--- src/rtl/otn_arq_pkg.sv ---
// rtl/otn_arq_pkg.sv - FAS constants, receive-state and bank-state types shared by the OTN ARQ blocks
package otn_arq_pkg;

    localparam logic [7:0] FAS_F6 = 8'hF6;
    localparam logic [7:0] FAS_28 = 8'h28;
    localparam int FAS_LEN = 6;
    localparam logic [8*FAS_LEN-1:0] FAS_PATTERN =
        {FAS_F6, FAS_F6, FAS_F6, FAS_28, FAS_28, FAS_28};

    typedef enum logic [2:0] {
        RX_HUNT,
        RX_SEQ,
        RX_PAY,
        RX_CHK,
        RX_RESP
    } rx_state_t;

    typedef enum logic [1:0] {
        BANK_EMPTY,
        BANK_FILL,
        BANK_FULL
    } bank_state_t;

endpackage

--- src/rtl/rec_pingpong_buf.sv ---
// rtl/rec_pingpong_buf.sv - two-bank payload buffer drained in fill order as a valid/ready byte stream
module rec_pingpong_buf
    import otn_arq_pkg::*;
#(
    parameter int DEPTH  = 16,
    parameter int ADDR_W = $clog2(DEPTH)
) (
    input  logic              clk,
    input  logic              rst,
    input  logic              wr_en,
    input  logic [ADDR_W-1:0] wr_addr,
    input  logic [7:0]        wr_data,
    input  logic              claim,
    input  logic              commit,
    input  logic              abort,
    output logic              wr_ok,
    output logic [7:0]        data,
    output logic              valid,
    input  logic              ready,
    output logic              last
);

    localparam logic [ADDR_W-1:0] LAST_ADDR = ADDR_W'(DEPTH - 1);

    logic [7:0]        mem [2][DEPTH];
    bank_state_t       bank_st [2];
    logic              wr_bank;
    logic              rd_bank;
    logic              out_bank;
    logic [ADDR_W-1:0] rd_addr;
    logic              free;
    logic              fetch;

    assign free  = valid && last && ready;
    // The output register doubles as the RAM read register, so a load happens whenever it empties.
    assign fetch = (!valid || ready) && (bank_st[rd_bank] == BANK_FULL);
    // A bank released by this cycle's final handshake is already usable by the writer.
    assign wr_ok = (bank_st[wr_bank] == BANK_EMPTY) || (free && (out_bank == wr_bank));

    always_ff @(posedge clk) begin
        if (wr_en) begin
            mem[wr_bank][wr_addr] <= wr_data;
        end
    end

    always_ff @(posedge clk) begin
        if (rst) begin
            bank_st[0] <= BANK_EMPTY;
            bank_st[1] <= BANK_EMPTY;
            wr_bank    <= 1'b0;
            rd_bank    <= 1'b0;
            out_bank   <= 1'b0;
            rd_addr    <= '0;
            data       <= '0;
            valid      <= 1'b0;
            last       <= 1'b0;
        end else begin
            if (free) begin
                bank_st[out_bank] <= BANK_EMPTY;
            end
            if (claim) begin
                bank_st[wr_bank] <= BANK_FILL;
            end
            if (commit) begin
                bank_st[wr_bank] <= BANK_FULL;
                wr_bank          <= !wr_bank;
            end else if (abort) begin
                bank_st[wr_bank] <= BANK_EMPTY;
            end
            if (fetch) begin
                data     <= mem[rd_bank][rd_addr];
                valid    <= 1'b1;
                last     <= (rd_addr == LAST_ADDR);
                out_bank <= rd_bank;
                if (rd_addr == LAST_ADDR) begin
                    rd_addr <= '0;
                    rd_bank <= !rd_bank;
                end else begin
                    rd_addr <= rd_addr + ADDR_W'(1);
                end
            end else if (ready) begin
                valid <= 1'b0;
                last  <= 1'b0;
            end
        end
    end

endmodule

--- src/rtl/rec_tran.sv ---
// rtl/rec_tran.sv - OTN ARQ receive responder: FAS hunt, XOR parity check, ACK/NACK, ping-pong forward
// Define REC_TRAN_DUP_DROP_EN to ACK but discard a good frame repeating the last accepted seq.
module rec_tran
    import otn_arq_pkg::*;
#(
    parameter int PAYLOAD_BYTES = 16,
    parameter int ADDR_W        = $clog2(PAYLOAD_BYTES)
) (
    input  logic       i_clk,
    input  logic       i_rst,
    input  logic [7:0] i_otn_rx_data,
    input  logic       i_otn_rx_valid,
    input  logic       i_arq_en,
    output logic       o_otn_tx_ack,
    output logic       o_otn_tx_nack,
    output logic [7:0] o_frame_data,
    output logic       o_frame_data_valid,
    input  logic       i_frame_data_ready,
    output logic       o_frame_data_last,
    output logic       o_locked,
    output logic       o_drop
);

    localparam int SR_W = 8 * (FAS_LEN - 1);
    localparam logic [ADDR_W-1:0] LAST_CNT = ADDR_W'(PAYLOAD_BYTES - 1);

    rx_state_t         state;
    rx_state_t         state_nxt;
    logic [SR_W-1:0]   hunt_sr;
    logic [7:0]        par_acc;
    logic [ADDR_W-1:0] cnt;
    logic              ovf;
    logic              par_ok;
    logic              fas_hit;
    logic              good;
    logic              dup;
    logic              claim;
    logic              commit;
    logic              abort;
    logic              wr_en;
    logic              wr_ok;

    assign fas_hit = ({hunt_sr, i_otn_rx_data} == FAS_PATTERN);

    always_ff @(posedge i_clk) begin
        if (i_rst) begin
            state <= RX_HUNT;
        end else begin
            state <= state_nxt;
        end
    end

    always_comb begin
        state_nxt = state;
        case (state)
            RX_HUNT: if (i_otn_rx_valid && fas_hit) state_nxt = RX_SEQ;
            RX_SEQ:  if (i_otn_rx_valid) state_nxt = RX_PAY;
            RX_PAY:  if (i_otn_rx_valid && (cnt == LAST_CNT)) state_nxt = RX_CHK;
            RX_CHK:  if (i_otn_rx_valid) state_nxt = RX_RESP;
            default: state_nxt = RX_HUNT;
        endcase
    end

    // The hunt window is cleared on lock, so bytes seen while locked can never complete a match.
    always_ff @(posedge i_clk) begin
        if (i_rst) begin
            hunt_sr <= '0;
            par_acc <= '0;
            cnt     <= '0;
            ovf     <= 1'b0;
            par_ok  <= 1'b0;
        end else if (i_otn_rx_valid) begin
            case (state)
                RX_HUNT: hunt_sr <= fas_hit ? '0 : {hunt_sr[SR_W-9:0], i_otn_rx_data};
                RX_RESP: hunt_sr <= {hunt_sr[SR_W-9:0], i_otn_rx_data};
                RX_SEQ: begin
                    par_acc <= i_otn_rx_data;
                    cnt     <= '0;
                    ovf     <= !wr_ok;
                end
                RX_PAY: begin
                    par_acc <= par_acc ^ i_otn_rx_data;
                    cnt     <= cnt + ADDR_W'(1);
                end
                RX_CHK: par_ok <= (i_otn_rx_data == par_acc);
                default: ;
            endcase
        end
    end

`ifdef REC_TRAN_DUP_DROP_EN
    logic [7:0] seq;
    logic [7:0] last_seq;
    logic       last_seq_vld;

    always_ff @(posedge i_clk) begin
        if (i_rst) begin
            seq          <= '0;
            last_seq     <= '0;
            last_seq_vld <= 1'b0;
        end else begin
            if ((state == RX_SEQ) && i_otn_rx_valid) begin
                seq <= i_otn_rx_data;
            end
            if ((state == RX_RESP) && good) begin
                last_seq     <= seq;
                last_seq_vld <= 1'b1;
            end
        end
    end

    assign dup = last_seq_vld && (last_seq == seq);
`else
    assign dup = 1'b0;
`endif

    always_comb begin
        good          = par_ok && !ovf;
        o_locked      = (state == RX_SEQ) || (state == RX_PAY) || (state == RX_CHK);
        o_otn_tx_ack  = 1'b0;
        o_otn_tx_nack = 1'b0;
        o_drop        = 1'b0;
        claim         = 1'b0;
        commit        = 1'b0;
        abort         = 1'b0;
        wr_en         = 1'b0;
        case (state)
            RX_SEQ: claim = i_otn_rx_valid && wr_ok;
            RX_PAY: wr_en = i_otn_rx_valid && !ovf;
            RX_RESP: begin
                o_otn_tx_ack  = i_arq_en && good;
                o_otn_tx_nack = i_arq_en && !good;
                o_drop        = !good;
                commit        = good && !dup;
                // An overflowed frame never owned a bank, so it must not release one.
                abort         = !ovf && !(good && !dup);
            end
            default: ;
        endcase
    end

    rec_pingpong_buf #(
        .DEPTH  (PAYLOAD_BYTES),
        .ADDR_W (ADDR_W)
    ) u_buf (
        .clk     (i_clk),
        .rst     (i_rst),
        .wr_en   (wr_en),
        .wr_addr (cnt),
        .wr_data (i_otn_rx_data),
        .claim   (claim),
        .commit  (commit),
        .abort   (abort),
        .wr_ok   (wr_ok),
        .data    (o_frame_data),
        .valid   (o_frame_data_valid),
        .ready   (i_frame_data_ready),
        .last    (o_frame_data_last)
    );

endmodule

--- config.mk ---
export PLATFORM = sky130hd
export DESIGN_NAME = rec_tran
export DESIGN_NICKNAME = d
export VERILOG_FILES = /design/src/rtl/otn_arq_pkg.sv /design/src/rtl/rec_pingpong_buf.sv /design/src/rtl/rec_tran.sv
export SDC_FILE = /design/constraint.sdc
export NUM_CORES = 1
export LEC_CHECK = 0
export ABC_AREA = 1
export BUFFER_PORTS_ARGS = -buffer_cell sky130_fd_sc_hd__buf_2
export CORE_AREA = 2 2 223 225
export CTS_CLUSTER_SIZE = 28
export DETAILED_ROUTE_END_ITERATION = 8
export DIE_AREA = 0 0 225 227
export GPL_TIMING_DRIVEN = 0
export SLEW_MARGIN = 25
export SYNTH_ARGS = -nofsm -noshare
export SYNTH_HDL_FRONTEND = slang
export SYNTH_SLANG_ARGS = --single-unit
--- constraint.sdc ---
create_clock -name i_clk -period 4.8 [get_ports i_clk]
set_input_delay 1.2 -clock i_clk [delete_from_list [all_inputs] [get_ports i_clk]]
set_output_delay 1.2 -clock i_clk [all_outputs]
set_load 0.005 [all_outputs]
### After elaboration in Yosys (flattened, before gate mapping)

Memory sizes are Yosys's and may differ from the RTL's. A register that Yosys moved wholly into a read port is not among the register bits.
Index checks and enable logic that the tools add are counted.

* add/subtract/negate cells: 2
* reductions and logical operators: 36
* bitwise operators: 5
* multiplexer cells: 56
* equality and inequality tests: 14
* order comparisons: 3

Operators by type and width (number)
* two-way mux 128 bit: 1
* case mux 40 bit (2 select lines): 1
* equality test 48 bit, second input constant: 1
* two-way mux 40 bit: 1
* two-way mux 1 bit: 36
* binary-select mux 8 bit (select 4 bit): 1
* demux 8 bit (select 4 bit): 1
* two-way mux 8 bit: 3
* case mux 8 bit (2 select lines): 1
* logical AND 1 bit: 13
* two-way mux 3 bit: 4
* case mux 3 bit (4 select lines): 1
* greater-or-equal comparator 5 bit, second input constant: 2
* inverter 4 -> 5 bit: 2
* AND reduction 2 bit: 5
* adder 4 x 1 -> 4 bit, second input constant: 2
* equality test 4 bit, second input constant: 2
* equality test 8 bit: 1
* two-way mux 2 bit: 4
* inequality test 2 bit, second input constant: 4
* case mux 4 bit (2 select lines): 1
* bitwise XOR 8 bit: 1
* equality test 3 x 2 -> 1 bit, second input constant: 2
* zero test 1 bit: 6
* other kinds (13): 20

* input port bits: 13
* logic and storage cells: 131
* output and inout port bits: 14
* flip-flop bits (word level): 74
* memories: 2
* RAM bits: 260

Memory list
* u_buf.mem: depth 2, bits a word 128, rd ports 1, clocked after memory_dff 1, wr ports 1, RTL line rec_pingpong_buf.sv:25 `logic [7:0] mem [2][DEPTH];`
* u_buf.bank_st: depth 2, bits a word 2, rd ports 2, clocked after memory_dff 2, wr ports 2, RTL line rec_pingpong_buf.sv:26 `bank_state_t bank_st [2];`

### Logic depth before layout (Yosys ltp)

* depth in word-level cells: 13
* gate-level depth with buffers: 11
* depth with buffers taken out: 10

### Hierarchy

Synthesis repeated with hierarchy kept, for this count alone.

* cells, all modules: 1391
* area, all modules: 14134.8 µm²

Modules (own cells, without submodules)
* rec_pingpong_buf: cells each 1023, area an instance 11542.3 µm², times used 1, seq. area each 8187.9 µm²
* rec_tran: cells each 368, area an instance 2592.5 µm², times used 1, seq. area each 1141.1 µm²

### Worst setup path before layout

No wires, ideal clock.

* kind: input to register
* start point: input i_otn_rx_valid
* end point: memory u_buf.mem[0][104] (netlist name) (enable)
* library setup time: 0.383 ns
* data required time: 4.417 ns
* slack: 2.146 ns
* arrival time: 2.271 ns
* path buffers: 0
* stages on the path: 6
* cell sequence: inv_1 nor2_2 inv_2 nor2_4 nand2_1 nor3_1

* cells in the longest elaborated chain, start to end: 4

Ends and longest elaborated chain
* from (decl): RTL line rec_tran.sv:12 `input logic i_otn_rx_valid,`
* logical AND 1 bit: RTL line rec_tran.sv:129 `RX_PAY: wr_en = i_otn_rx_valid && !ovf;`
* two-way mux 1 bit: RTL line rec_tran.sv:127 `case (state)`
* two-way mux 1 bit: RTL line rec_pingpong_buf.sv:41 `if (wr_en) begin`
* two-way mux 128 bit (implied by the code): RTL line rec_pingpong_buf.sv:42 `mem[wr_bank][wr_addr] <= wr_data;`
* to (decl): RTL line rec_pingpong_buf.sv:25

Every way passes these cells.

### Worst setup path in the final report

* start point: register state[0]
* end point: output o_otn_tx_ack

* cells in the longest elaborated chain, start to end: 2

Ends and longest elaborated chain
* from (decl): RTL line rec_tran.sv:27 `rx_state_t state;`
* from (signal assigned): RTL line rec_tran.sv:49 `state <= state_nxt;`
* equality test 3 bit: RTL line rec_tran.sv:127
* two-way mux 1 bit: RTL line rec_tran.sv:127
* to (decl): RTL line rec_tran.sv:14 `output logic o_otn_tx_ack,`

Every way passes these cells.

==> metrics.txt <==
CP Buf/Inv Count 4; routability-driven placement congestion ratio 0.850; Antenna diodes 0; Max Cap Viol 0; wire per inst 16.8 um; row cnt around 80; slew margin rel. approximately two fifths; power per cell area between 300 and 400 nW/um^2; layout cells sized above 1 9.98%; fin util 34.0%; HP Class reg2reg; critical path data required time between 3 and 4 ns; Hold Vio Cnt, Final 0; TritonCTS buffer count 37; pre-CTS setup slack 1.43 ns; CP peak stage delay 0.38 ns; WS Path Type reg2out; Iter 0 DRT Violations 998; Nets 1593; sum of negative setup slack 0 ns; worst vdd ir ~0.20 mV; Post-Syn Instances 1511; fraction of registers with async set/reset 0%; DR pass1 iterations 5; Avg Cell Area, Syn 9.54 um^2; CTS Buffer Depth 3; cts repair resizes 0; Ports 27; status finished, final reports clean; worst-path cell chain nor2_2 -> inv_2 -> nor2_2 -> inv_2 -> nor2_1 -> inv_1 -> nor2_1 -> buf_2; peak fanout along the critical path 6; Seq. cell area 9330 um^2; # port buffers 25; Clock Skew 0.0244 ns; Via density 4.67; Area Growth Syn to Fin 14.3%; Slew Viols, Final 0; post-synthesis sequential element count 336; Clk pin slew, worst setup/hold paths 0.06 ns; CP Launch Type flip-flop; final period utilization between 60% and 70%; largest net degree at the start of global routing 37; Static Leak 6.47 nW; total track usage 14.7%; antenna-violating nets left 0; DR DRC count 0; RSZ-0062 raised after global routing no; final critical path time including I/O delays and setup 3.05 ns; Worst Tran Pin Value around 0.93 ns; first-pass GRT wire length between 50 and 60 mm; worst setup margin 1.75 ns; synth unique cells 33; antenna violations before repair 0; hold_buf cts 0; Worst Path Arrival 1.85 ns; Starting Density approximately 30%; YS warnings 0; GRT overflow 0; number of synthesized flops with an enable pin 260; CTS H-Tree Depth 2; via count 10400; slowest stage cell, crit path dfxtp_1; mapped cell area 14400 um^2; Post-CTS Setup Bufs 0; Root Driver clkbuf_16; Die H 227 um; CTS tree built; worst-skew pair later-pin latency 0.53 ns; die width 225 um; sequential share of the synthesized area 64.7%; core area 48500 um^2; predominant post-synthesis flop cell edfxtp_1; CP delay by family, top simple AND/OR/NAND/NOR gates; CP Capture Type output pin; DP Wirelength 24.8 mm; clock sink count 336; vias in the first global route 10100; Syn Nets 1529; final WL 37.4 mm; number of fill cells slightly below 5000; Fmax 328 MHz; multi-input logic area ~4100 um^2; die area 51100 um^2; setup violators final 0
[cell usage after synthesis (2+ instances only)]
| master | count | area (um^2) |
|---|---|---|
| inv_2 | 13 | 48.8 |
| edfxtp_1 | 260 | 7810 |
| clkinv_1 | 3 | 11.3 |
| xor2_1 | 5 | 43.8 |
| o21ai_0 | 60 | 300 |
| ha_1 | 5 | 62.6 |
| inv_1 | 153 | 574 |
| dfxtp_1 | 76 | 1520 |
| buf_1 | 4 | 15.0 |
| nand3_1 | 160 | 801 |
| nand2_2 | 3 | 18.8 |
| nor2_4 | 2 | 22.5 |
| buf_2 | 42 | 210 |
| nand2_1 | 458 | 1720 |
| nor2_2 | 7 | 43.8 |
| nor2_1 | 114 | 428 |
| nand4_1 | 3 | 18.8 |
| nor3_1 | 13 | 65.1 |
| xnor2_1 | 4 | 35.0 |
| buf_4 | 7 | 52.6 |
| a21oi_1 | 87 | 435 |
| o21a_1 | 2 | 15.0 |
| clkbuf_1 | 20 | 75.1 |
[layout by cell type, fill, tap and decap left out, types with 2 or more instances in the layout]
cell and n:
xnor2_1 4, nand4_1 3, nor3_1 9, buf_1 4, nor3_2 5, edfxtp_1 260
ha_1 5, clkinv_1 11, nand2_1 458, clkinv_2 5, a21oi_1 87, nor2_4 2
inv_2 13, nor2_1 114, clkbuf_2 2, nand2_2 3, o21ai_0 60, clkinv_8 2
nor2_2 7, clkbuf_16 37, inv_1 153, clkbuf_8 3, nand3_1 160, xor2_1 5
dfxtp_1 76, buf_4 7, o21a_1 2, clkbuf_1 28, buf_2 67
[flip-flops by register name (all words and copies together) (netlist names), named ones only]
| signal | count |
|---|---|
| u_buf.valid | 1 |
| par_ok | 1 |
| u_buf.out_bank | 1 |
| u_buf.wr_bank | 1 |
| ovf | 1 |
| u_buf.rd_bank | 1 |
| u_buf.mem | 256 |
| u_buf.bank_st | 4 |
| u_buf.rd_addr | 4 |
| u_buf.last | 1 |
| state | 3 |
| hunt_sr | 40 |
| cnt | 4 |
| u_buf.data | 8 |
| par_acc | 8 |
[per-layer routing]
metal	wire, um	up-vias	global-route usage (%)
met1	17100	4912	20.7
met5	0	-	0
li1	-	5086	-
met3	2350	72	2.13
met4	1030	0	4.38
met2	16900	331	23.5
[metrics by stage]
step / cells / instance area (um^2) / power, W / hold slack [ns]
floorplan: 1511 / 14400 / 0.00336 / 0.441
global placement: 2158 / 15300 / 0.00347 / 0.455
detailed placement: 2158 / 15300 / 0.00348 / 0.459
CTS: 2226 / 16500 / 0.00612 / 0.468
global route: 2226 / 16500 / 0.00627 / 0.480
finish: 2226 / 16500 / 0.00609 / 0.465
[area by class of cell]
class / instances / share of cell area (%)
Buffer: 73 / 2.14
Clock buffer: 50 / 6.11
Clock inverter: 18 / 0.820
Inverter: 169 / 3.85
Multi-Input combinational cell: 933 / 25.0
Sequential cell: 336 / 56.6
Tap cell: 622 / 4.72
Timing Repair Buffer: 25 / 0.759
[path summary, 6_finish.rpt]
path | from | to | slack, ns | cells after the start
hold / removal | u_buf.data[0]$_SDFFE_PP0P_ | u_buf.data[0]$_SDFFE_PP0P_ | 0.46 | 2
setup reg to reg | u_buf.wr_bank$_SDFFE_PP0P_ | u_buf.mem[1][33]$_DFFE_PP_ | 2.07 | 5
setup / recovery | state[0]$_SDFFE_PP0P_ | o_otn_tx_ack | 1.75 | 8
hold reg to reg | u_buf.data[0]$_SDFFE_PP0P_ | u_buf.data[0]$_SDFFE_PP0P_ | 0.46 | 2
[worst min-delay path: cells and delay by family, from the launching register on]
| kind | cells | cell delay, ns |
|---|---|---|
| AOI/OAI and AO/OA | 1 | 0.05 |
| DFF | 1 | 0.31 |
| and+or+nand+nor | 1 | 0.06 |
[power breakdown]
| group | internal, W | leakage, nW | switching, W |
|---|---|---|---|
| Clock | 0.00154 | 0.564 | 0.00113 |
| Sequential | 0.00316 | 2.96 | 0.0000181 |
| Combinational | 0.0000603 | 2.94 | 0.000183 |
[cell families (layout without fill, tap and decap cells)]
| kind of cell | after synthesis | after routing | synth area share, % |
|---|---|---|---|
| flip-flops | 336 | 336 | 64.7 |
| buffers and inverters | 242 | 335 | 6.85 |
| AND/OR/NAND/NOR | 765 | 765 | 22.0 |
| AO/OA/AOI/OAI | 154 | 154 | 5.47 |
| XOR/XNOR | 9 | 9 | 0.547 |
| adder cells (fa/ha/maj) | 5 | 5 | 0.434 |
(Power assumes the default switching activity.)
